[src/rtl/cta_wg_done_queue.sv]
// Show-ahead completion queue between the CTA scheduler and the host bridge; one-cycle push-to-visible latency.
// Both handshakes are driven from registered pointers only, with a saturating delivered counter and an occupancy high-water mark.
`ifndef WG_ID_WIDTH
`define WG_ID_WIDTH 8
`endif

module cta_wg_done_queue #(
    parameter int DEPTH   = 8,
    parameter int WG_ID_W = `WG_ID_WIDTH,
    parameter int CNT_W   = 32
) (
    input  logic                     clk,
    input  logic                     rst,
    input  logic                     wg_done_valid_i,
    output logic                     wg_done_ready_o,
    input  logic [WG_ID_W-1:0]       wg_done_wg_id_i,
    output logic                     host_rsp_valid_o,
    input  logic                     host_rsp_ready_i,
    output logic [WG_ID_W-1:0]       host_rsp_wg_id_o,
    input  logic                     clear_cnt_i,
    output logic [$clog2(DEPTH):0]   occupancy_o,
    output logic [$clog2(DEPTH):0]   max_occ_o,
    output logic [CNT_W-1:0]         done_cnt_o,
    output logic                     empty_o,
    output logic                     full_o
);

    localparam int AW = $clog2(DEPTH);
    localparam int PW = AW + 1;

    logic [PW-1:0]      wr_ptr_q, wr_ptr_d;
    logic [PW-1:0]      rd_ptr_q, rd_ptr_d;
    logic [PW-1:0]      max_occ_q, max_occ_d;
    logic [CNT_W-1:0]   done_cnt_q, done_cnt_d;
    logic [WG_ID_W-1:0] mem_q [DEPTH];
    logic [WG_ID_W-1:0] mem_d [DEPTH];

    logic          empty;
    logic          full;
    logic          push;
    logic          pop;
    logic [PW-1:0] occ_cur;
    logic [PW-1:0] occ_next;

    // The extra pointer MSB distinguishes full from empty when the index bits match.
    assign occ_cur = wr_ptr_q - rd_ptr_q;
    assign empty   = (wr_ptr_q == rd_ptr_q);
    assign full    = (wr_ptr_q[AW] != rd_ptr_q[AW]) &&
                     (wr_ptr_q[AW-1:0] == rd_ptr_q[AW-1:0]);

    assign wg_done_ready_o  = !full;
    assign host_rsp_valid_o = !empty;
    assign push             = wg_done_valid_i && wg_done_ready_o;
    assign pop              = host_rsp_valid_o && host_rsp_ready_i;

    // Head is gated so a stale slot never shows through while the queue is empty.
    assign host_rsp_wg_id_o = empty ? '0 : mem_q[rd_ptr_q[AW-1:0]];

    assign occupancy_o = occ_cur;
    assign max_occ_o   = max_occ_q;
    assign done_cnt_o  = done_cnt_q;
    assign empty_o     = empty;
    assign full_o      = full;

    always_comb begin
        wr_ptr_d = wr_ptr_q;
        rd_ptr_d = rd_ptr_q;
        mem_d    = mem_q;
        if (push) begin
            mem_d[wr_ptr_q[AW-1:0]] = wg_done_wg_id_i;
            wr_ptr_d                = wr_ptr_q + PW'(1);
        end
        if (pop) begin
            rd_ptr_d = rd_ptr_q + PW'(1);
        end
    end

    assign occ_next = wr_ptr_d - rd_ptr_d;

    always_comb begin
        max_occ_d = max_occ_q;
        if (clear_cnt_i) begin
            max_occ_d = occ_next;
        end else if (occ_next > max_occ_q) begin
            max_occ_d = occ_next;
        end
    end

    // Clear wins over a same-cycle delivery so software reads a clean zero.
    always_comb begin
        done_cnt_d = done_cnt_q;
        if (clear_cnt_i) begin
            done_cnt_d = '0;
        end else if (pop && (done_cnt_q != {CNT_W{1'b1}})) begin
            done_cnt_d = done_cnt_q + CNT_W'(1);
        end
    end

    always_ff @(posedge clk) begin
        if (rst) begin
            wr_ptr_q   <= '0;
            rd_ptr_q   <= '0;
            max_occ_q  <= '0;
            done_cnt_q <= '0;
        end else begin
            wr_ptr_q   <= wr_ptr_d;
            rd_ptr_q   <= rd_ptr_d;
            max_occ_q  <= max_occ_d;
            done_cnt_q <= done_cnt_d;
        end
    end

    always_ff @(posedge clk) begin
        mem_q <= mem_d;
    end

    a_no_overflow: assert property (@(posedge clk) disable iff (rst)
        !(wg_done_valid_i && wg_done_ready_o && full));
    a_no_underflow: assert property (@(posedge clk) disable iff (rst)
        !(host_rsp_valid_o && host_rsp_ready_i && empty));

endmodule

[config.mk]
export PLATFORM = sky130hd
export DESIGN_NAME = cta_wg_done_queue
export DESIGN_NICKNAME = d
export VERILOG_FILES = /design/src/rtl/cta_wg_done_queue.sv
export SDC_FILE = /design/constraint.sdc
export NUM_CORES = 1
export LEC_CHECK = 0
export ABC_AREA = 1
export BUFFER_PORTS_ARGS = -buffer_cell sky130_fd_sc_hd__buf_2
export CAP_MARGIN = 20
export CORE_MARGIN = 2
export CORE_UTILIZATION = 45
export CTS_BUF_LIST = sky130_fd_sc_hd__clkbuf_16
export DETAILED_ROUTE_END_ITERATION = 8
export HOLD_SLACK_MARGIN = 0.12
export PLACE_DENSITY = 0.67
export SLEW_MARGIN = 20
export SYNTH_ARGS = -nofsm -noshare
export SYNTH_HDL_FRONTEND = slang
export SYNTH_SLANG_ARGS = --single-unit
[constraint.sdc]
create_clock -name clk -period 4 [get_ports clk]
set_clock_uncertainty 0.1 [all_clocks]
set_input_delay 0.6 -clock clk [delete_from_list [all_inputs] [get_ports clk]]
set_output_delay 0.6 -clock clk [all_outputs]
set_load 0.1 [all_outputs]
==> results of run 1 <==
worst paths after layout:
kind,from,endpoint,slack [ns],cells past startpoint
setup / recovery,rd_ptr_q[2],max_occ_o[2],0.26,25
hold reg to reg,done_cnt_o[31],done_cnt_o[31],0.40,2
hold / removal,done_cnt_o[31],done_cnt_o[31],0.40,2
setup reg to reg,rd_ptr_q[2],max_occ_o[2],0.26,25
worst max-delay path, cell delays in order, from the launching register on:
cell and delay (ns):
dfxtp_1 0.36, clkinv_1 0.14, ha_4 0.31, nand2_2 0.07, nor2_4 0.13, buf_12 0.12, nand2_8 0.05, nand2_2 0.11
nor2_1 0.07, xor2_1 0.19, inv_1 0.07, ha_1 0.31, nand2_1 0.08, nand2_1 0.04, a31oi_1 0.18, inv_1 0.06
nand3_1 0.10, nand2_1 0.07, ha_1 0.28, nand2_1 0.06, o21ai_0 0.16, o21ai_0 0.10, nand2_1 0.18, inv_1 0.08
o21ai_0 0.14, a21oi_1 0.07
synth_stat cells, types with 9 or more instances:
cell type | count | area [um^2]
nand3_1 | 16 | 80.1
edfxtp_1 | 64 | 1920
ha_1 | 13 | 163
clkbuf_1 | 12 | 45.0
inv_1 | 58 | 218
o21ai_0 | 57 | 285
nand2_1 | 152 | 571
a21oi_1 | 27 | 135
a31oi_1 | 9 | 56.3
nor2_1 | 104 | 390
dfxtp_1 | 44 | 881
nor3_1 | 11 | 55.1
xor2_1 | 15 | 131
what timing repair did:
item | in CTS | in global routing
setup endpoints to repair | 0 | 4
setup buffers | 0 | 2
gates resized for setup | 0 | 4
sequential cells by signal (all words and copies together), names as in the netlist:
| register | cells |
|---|---|
| max_occ_o | 4 |
| rd_ptr_q | 4 |
| wr_ptr_q | 4 |
| mem_q | 64 |
| done_cnt_o | 32 |
power by group:
part	internal (mW)	switching, mW
Clock	0.437	0.434
Combinational	0.681	2.21
Sequential	1.25	0.0381
Total	2.37	2.69
through the flow:
step	instances	TNS, ns
global placement	843	0
detailed placement	843	0
global route	861	-0.0431
floorplan	645	0
CTS	859	0
finish	861	0
area by class of cell:
type                            count  area (um^2)
Fill cell                        1105         5530
Sequential cell                   108         2800
Timing Repair Buffer               73          400
Tap cell                          147          184
Clock buffer                        9          225
Inverter                           65          248
Multi-Input combinational cell    452         2460
Clock inverter                      7         62.6
cell families (layout without fill, tap and decap cells):
family | Yosys count | after routing | share of synthesized area [%]
compound gates | 104 | 104 | 10.2
xor+xnor | 20 | 20 | 3.23
fa+ha+maj | 15 | 15 | 3.73
buf+inv | 85 | 154 | 6.34
flops | 108 | 108 | 51.6
simple gates | 313 | 313 | 24.9
layer usage:
layer / GRT usage (%) / share of wire (%)
met3: 4.41 / 6.8
met4: 8.21 / 2.5
met2: 35.6 / 48
met1: 25.4 / 43
met5: 0 / 0
==> results.toml, run 1 <==
[routing]
wl_um = 12800
wl_per_cell_um = 14.8
ant_nets = 0
routed-via-count = 4453
dr.pass1.iters = 4
drt-vias-per-instance = 5.17
drc = 0
drtIter0Drc = 318

[synthesis]
synth_edf_count = 64
syn_inst = 645
synth_area_um2 = 5430
yosys_warnings = 0
ys_seq_area_share_pct = 51.6
synth_cell_types = 37
async_flop_share_pct = 0
synthFlopType = "edfxtp_1"
ys_ff_latch = 108
synth_nets = 673
synth.avg_cell_area_um2 = 8.42

[worst_setup_path]
crit_path_start_kind = "flip-flop"
end_kind = "flip-flop"
cp_max_fo = 7
required_ns = 4.14
arrival_ns = 3.89
path_class = "reg2reg"

[place]
place_ws_ns = 0.173
io_buffers = 64
dp_hpwl_um = 8750
finalWeightedCongestion = 0.875
placed_cell_area_um2 = 6050

[cells_and_area]
area_delta_synth_final_pct = 17.5
nets = 737
antenna_cells = 0
drive_gt1_share_pct = 18.5
final_area_um2 = 6380
final_util_pct = 53.6
layout_common_cells = "nand2_1, nor2_1, buf_2, edfxtp_1, inv_1"
layout_commonest_cell = "nand2_1"

[sta]
post-route-period-util_pct = 93.6
max_freq_mhz = 267
period_minus_slack_ns = 3.74
setup_violations = 0
hold_slack_ns = 0.396
slew_viol_final = 0
worst_pin_slew_ns = 0.995
max_slew_margin_pct = 33.4
final_hold_viol_count = 0
setup_ws_ns = 0.256

[die]
initial_core_util_pct = 45.6
die_h_um = 114
die_w_um = 114
ios = 65
num_rows = 40
core_region_area_um2 = 11900
dieArea_um2 = 13000

[grt]
grt_pass1_wl_um = 20900
grt_max_degree = 37
grt_pass1_vias = 4232
antenna_found_initial = 0
globalRoute.totalOverflow = 0
grt.total_usage_pct = 20.7

[clocking]
cts_tree = "built"
path_clk_slew_ns = 0.08
cts.sinks = 108
root_buffer = "clkbuf_16"
htree_levels = 3
cts_buffers = 9
clockBufferDepth = 2
hold_buffers = 0
clk_latency_ns = 0.35

[pwr]
totalPowerFinal_mw = 5.05
irDropWorstVdd_mv = 0.370
powerDensity_nw_per_um2 = 792
p_leak_nw = 2.43

[flow_run]
max-cap-violations = 0

[worst_hold_path]
hp-class = "reg2reg"

[run_status]
status = "complete, no violations"
Power figures use the tool's default switching activity.
==> run 2, diff against run 1 <==
ABC_CLOCK_PERIOD_IN_PS = 4000   (was unset)
CORE_UTILIZATION = 53   (was 45)
PLACE_DENSITY = 0.77   (was 0.67)
==> run 2 against run 1 <==
Wire length shrank 1.9%. Sequential share of layout area grew 0.10 points. Sequential power is essentially flat. Non-clock buffer count shrank 2. Sequential cell count is the same. Die area shrank 15%. Fmax grew 1.5%.
==> results.toml, run 2 (same netlist as run 1, synthesis figures left out) <==
[worst_setup_path]
cp_max_fo = 7
crit_path_start_kind = "flip-flop"
end_kind = "flip-flop"
path_class = "reg2reg"
reg2reg_depth = 25
required_ns = 4.13
arrival_ns = 3.81

[pwr]
clkPwrFrac_pct = 18.4
sequentialPowerShare_pct = 25.5
power_frac_comb_pct = 56.1
swShare_pct = 52.8
totalPowerFinal_mw = 5.06
p_int_mw = 2.39
p_switching_mw = 2.67
powerDensity_nw_per_um2 = 793
irDropWorstVdd_mv = 1.01
p_leak_nw = 2.43

[place]
dp_hpwl_um = 8610
io_buffers = 64
place_ws_ns = 0.145
finalWeightedCongestion = 0.935

[routing]
drc = 0
routed-via-count = 4515
drt-vias-per-instance = 5.34
drtIter0Drc = 206
ant_nets = 0
wl_um = 12500
wl_per_cell_um = 14.8
dr.pass1.iters = 5

[clocking]
htree_levels = 3
cts.sinks = 108
cts_tree = "built"
clk_latency_ns = 0.35
clockBufferDepth = 2
path_clk_slew_ns = 0.07
root_buffer = "clkbuf_16"
hold_buffers = 0
cts_buffers = 9

[grt]
globalRoute.totalOverflow = 0
grt_max_degree = 37
antenna_found_initial = 0
grt.total_usage_pct = 23.5
grt_pass1_wl_um = 20800
grt_pass1_vias = 4417

[cells_and_area]
nets = 735
area_delta_synth_final_pct = 17.4
largest_register_ffs = 64
layout_common_cells = "nand2_1, nor2_1, buf_2, edfxtp_1, inv_1"
top_register = "mem_q"
layout_commonest_cell = "nand2_1"
drive_gt1_share_pct = 18.8
antenna_cells = 0

[die]
num_rows = 36
ios = 65
dieArea_um2 = 11100
die_w_um = 105
initial_core_util_pct = 55.0
core_region_area_um2 = 9860
die_h_um = 105

[worst_hold_path]
hp-class = "reg2reg"
hold_path_depth = 1

[sta]
post-route-period-util_pct = 92.2
final_hold_viol_count = 0
slew_viol_final = 0
rsz0062_at_grt = "false"
setup_tns_ns = 0
max_freq_mhz = 271
worst_pin_slew_ns = 0.960
setup_ws_ns = 0.313
setup_violations = 0
max_slew_margin_pct = 35.7
period_minus_slack_ns = 3.69

[flow_run]
max-cap-violations = 0

[run_status]
status = "complete, no violations"
## run 2: power by group through the flow
stage | Clock, mW | Sequential, mW | Combinational [mW]
finish | 0.929 | 1.29 | 2.84
detailed placement | 0 | 1.31 | 2.82
floorplan | 0 | 1.44 | 2.25
global route | 0.998 | 1.30 | 3.03
global placement | 0 | 1.31 | 2.76
CTS | 0.940 | 1.29 | 2.83
## run 2: cell type report
class | count | area (um^2)
Clock buffer | 9 | 225
Clock inverter | 7 | 86.3
Fill cell | 785 | 3490
Inverter | 65 | 248
Multi-Input combinational cell | 452 | 2470
Sequential cell | 108 | 2810
Tap cell | 133 | 166
Timing Repair Buffer | 71 | 373
## run 2: through the flow
step	cell area [um^2]	hold WS, ns	util (%)	std cells
2_1_floorplan	5600	0.453	-	645
3_3_place_gp	6030	0.368	61.2	829
3_5_place_dp	6030	0.383	61.2	829
4_1_cts	6350	0.399	64.3	845
5_1_grt	6370	0.425	64.6	845
6_report	6370	0.402	64.6	845
## run 2: final timing paths
path | to | start | slack, ns
worst max-delay path | max_occ_o[2] | wr_ptr_q[0] | 0.31
worst min-delay path | done_cnt_o[0] | done_cnt_o[0] | 0.40
worst min register to register | done_cnt_o[0] | done_cnt_o[0] | 0.40
worst max register to register | max_occ_o[2] | wr_ptr_q[0] | 0.31
## run 2: metal layers
layer	routed length [um]	track usage, %	vias up
met3	667	4.58	19
met5	0	0	-
met1	5460	29.6	2110
met4	211	8.10	0
met2	6190	40.5	146
li1	-	-	2240
## run 2: repair_timing
action / 4_1_cts / 5_1_grt
resized for setup: 0 / 7
buffers inserted: 0 / 0
setup endpoints to repair: 0 / 4
## run 2: worst max-delay path, stage by stage, from the launching register on
cell and delay, ns:
dfxtp_2 0.36, inv_2 0.07, ha_4 0.27, clkinvlp_4 0.10, nor2_4 0.19, nand2_2 0.10, nand2_4 0.10, inv_1 0.09
nand2_1 0.09, xor2_1 0.17, inv_1 0.10, ha_4 0.25, nand2_1 0.06, nand2_1 0.04, a31oi_1 0.17, inv_1 0.06
nand3_1 0.10, nand2_1 0.07, ha_1 0.30, nand2_1 0.07, o21ai_0 0.14, o21ai_0 0.10, nand2_1 0.17, inv_1 0.09
o21ai_1 0.14, a21oi_1 0.07
==> run 3, diff against run 2 <==
PLACE_DENSITY = unset   (was 0.77)
PLACE_DENSITY_LB_ADDON = 0.3   (was unset)
==> run 3 against run 2 <==
Sequential share of layout area increased by 0.11 points. Sequential power about the same. Wire length fell by 2.7%. Via count is 0.42% lower. Worst setup slack better by 0.019 ns. Clock power fell by 11%. Clock-buffer cell count did not move. Critical path type unchanged.
==> results.toml, run 3 (same netlist as run 1, synthesis figures left out) <==
[place]
dp_hpwl_um = 8520
finalWeightedCongestion = 0.941
dp.cells = 829
io_buffers = 64
place_ws_ns = 0.131

[cells_and_area]
antenna_cells = 0
layout_common_cells = "nand2_1, nor2_1, buf_2, edfxtp_1, inv_1"
area_delta_synth_final_pct = 17.0
top_register = "mem_q"
drive_gt1_share_pct = 18.7
layout_commonest_cell = "nand2_1"
largest_register_ffs = 64
stdcell_count = 846
nets = 736

[sta]
rsz0062_at_grt = "false"
final_hold_viol_count = 0
setup_tns_ns = 0
worst_pin_slew_ns = 0.898
max_slew_margin_pct = 39.9
hold_slack_ns = 0.389
period_minus_slack_ns = 3.67
post-route-period-util_pct = 91.7
max_freq_mhz = 273
setup_ws_ns = 0.332
setup_violations = 0
slew_viol_final = 0

[clocking]
root_buffer = "clkbuf_16"
hold_buffers = 0
cts.sinks = 108
path_clk_slew_ns = 0.06
clockBufferDepth = 2
cts_tree = "built"
clk_latency_ns = 0.34
cts_buffers = 9
htree_levels = 3

[die]
die_w_um = 105
die_h_um = 105
ios = 65
num_rows = 36
dieArea_um2 = 11100
core_region_area_um2 = 9860
initial_core_util_pct = 55.0

[worst_setup_path]
required_ns = 4.14
cpMaxStageDelayCell = "dfxtp_2"
timing.critical_path.buf_inv = 7
max_stage_delay_ns = 0.35
crit_path_start_kind = "flip-flop"
cp_max_fo = 7
end_kind = "flip-flop"
arrival_ns = 3.81
critPathTopFamily = "simple AND/OR/NAND/NOR gates"
path_class = "reg2reg"
crit_top_cell = "nand2_1"

[pwr]
powerDensity_nw_per_um2 = 786
irDropWorstVdd_mv = 0.970
p_leak_nw = 2.42

[grt]
grt_max_degree = 37
grt_pass1_vias = 4347
grt_pass1_wl_um = 20300
antenna_found_initial = 0
grt.total_usage_pct = 22.9
globalRoute.totalOverflow = 0

[routing]
dr.pass1.iters = 4
drc = 0
wl_um = 12200
ant_nets = 0
routed-via-count = 4496
wl_per_cell_um = 14.4
drtIter0Drc = 234
drt-vias-per-instance = 5.31

[worst_hold_path]
hp-class = "reg2reg"

[run_status]
status = "complete, no violations"

[flow_run]
max-cap-violations = 0
run 3: final cells by class:
| cell class | count | area (um^2) |
|---|---|---|
| fill | 815 | 3510 |
| clock inverter | 7 | 52.6 |
| inverter | 65 | 248 |
| tap | 133 | 166 |
| multi-input combinational | 452 | 2480 |
| clock buffer | 9 | 225 |
| sequential | 108 | 2800 |
| timing repair buffer | 72 | 380 |
run 3: tightest hold or removal path: cells and delay by family, from the launching register on:
| kind | cells | cell delay, ns |
|---|---|---|
| AOI/OAI and AO/OA | 1 | 0.07 |
| buffers and inverters | 1 | 0.07 |
| DFF | 1 | 0.31 |
run 3: repair_timing:
item / in CTS / in global routing
setup endpoints to repair: 0 / 4
endpoints found under the hold margin: 0 / 0
buffers inserted: 0 / 1
gates resized for setup: 0 / 6
run 3: path summary, 6_finish.rpt:
kind	endpoint	startpoint	depth (start not counted)	slack (ns)
worst min register to register	max_occ_o[2]	max_occ_o[2]	2	0.39
worst max register to register	max_occ_o[3]	wr_ptr_q[0]	26	0.33
worst max-delay path	max_occ_o[3]	wr_ptr_q[0]	26	0.33
worst min-delay path	max_occ_o[2]	max_occ_o[2]	2	0.39
run 3: through the flow:
step           instance area (um^2)  power [mW]  util (%)
3_5_place_dp                   6030        4.14      61.2
6_report                       6350        4.99      64.4
5_1_grt                        6350        5.27      64.4
2_1_floorplan                  5600        3.69         -
4_1_cts                        6310        4.96      64.0
3_3_place_gp                   6030        4.07      61.2
run 3: layer usage:
layer | track usage, % | share of wire, % | vias to the layer above
li1 | - | - | 2245
met1 | 28.9 | 45 | 2098
met2 | 39.1 | 48 | 133
met3 | 3.46 | 5.1 | 20
met4 | 10.0 | 1.8 | 0
met5 | 0 | 0 | -
run 3: power breakdown:
part / internal (mW) / leakage (nW) / total (mW) / switching (mW)
Combinational: 0.662 / 1.34 / 2.88 / 2.22
Clock: 0.427 / 0.141 / 0.830 / 0.403
Sequential: 1.25 / 0.938 / 1.29 / 0.0352
Total: 2.34 / 2.42 / 4.99 / 2.65
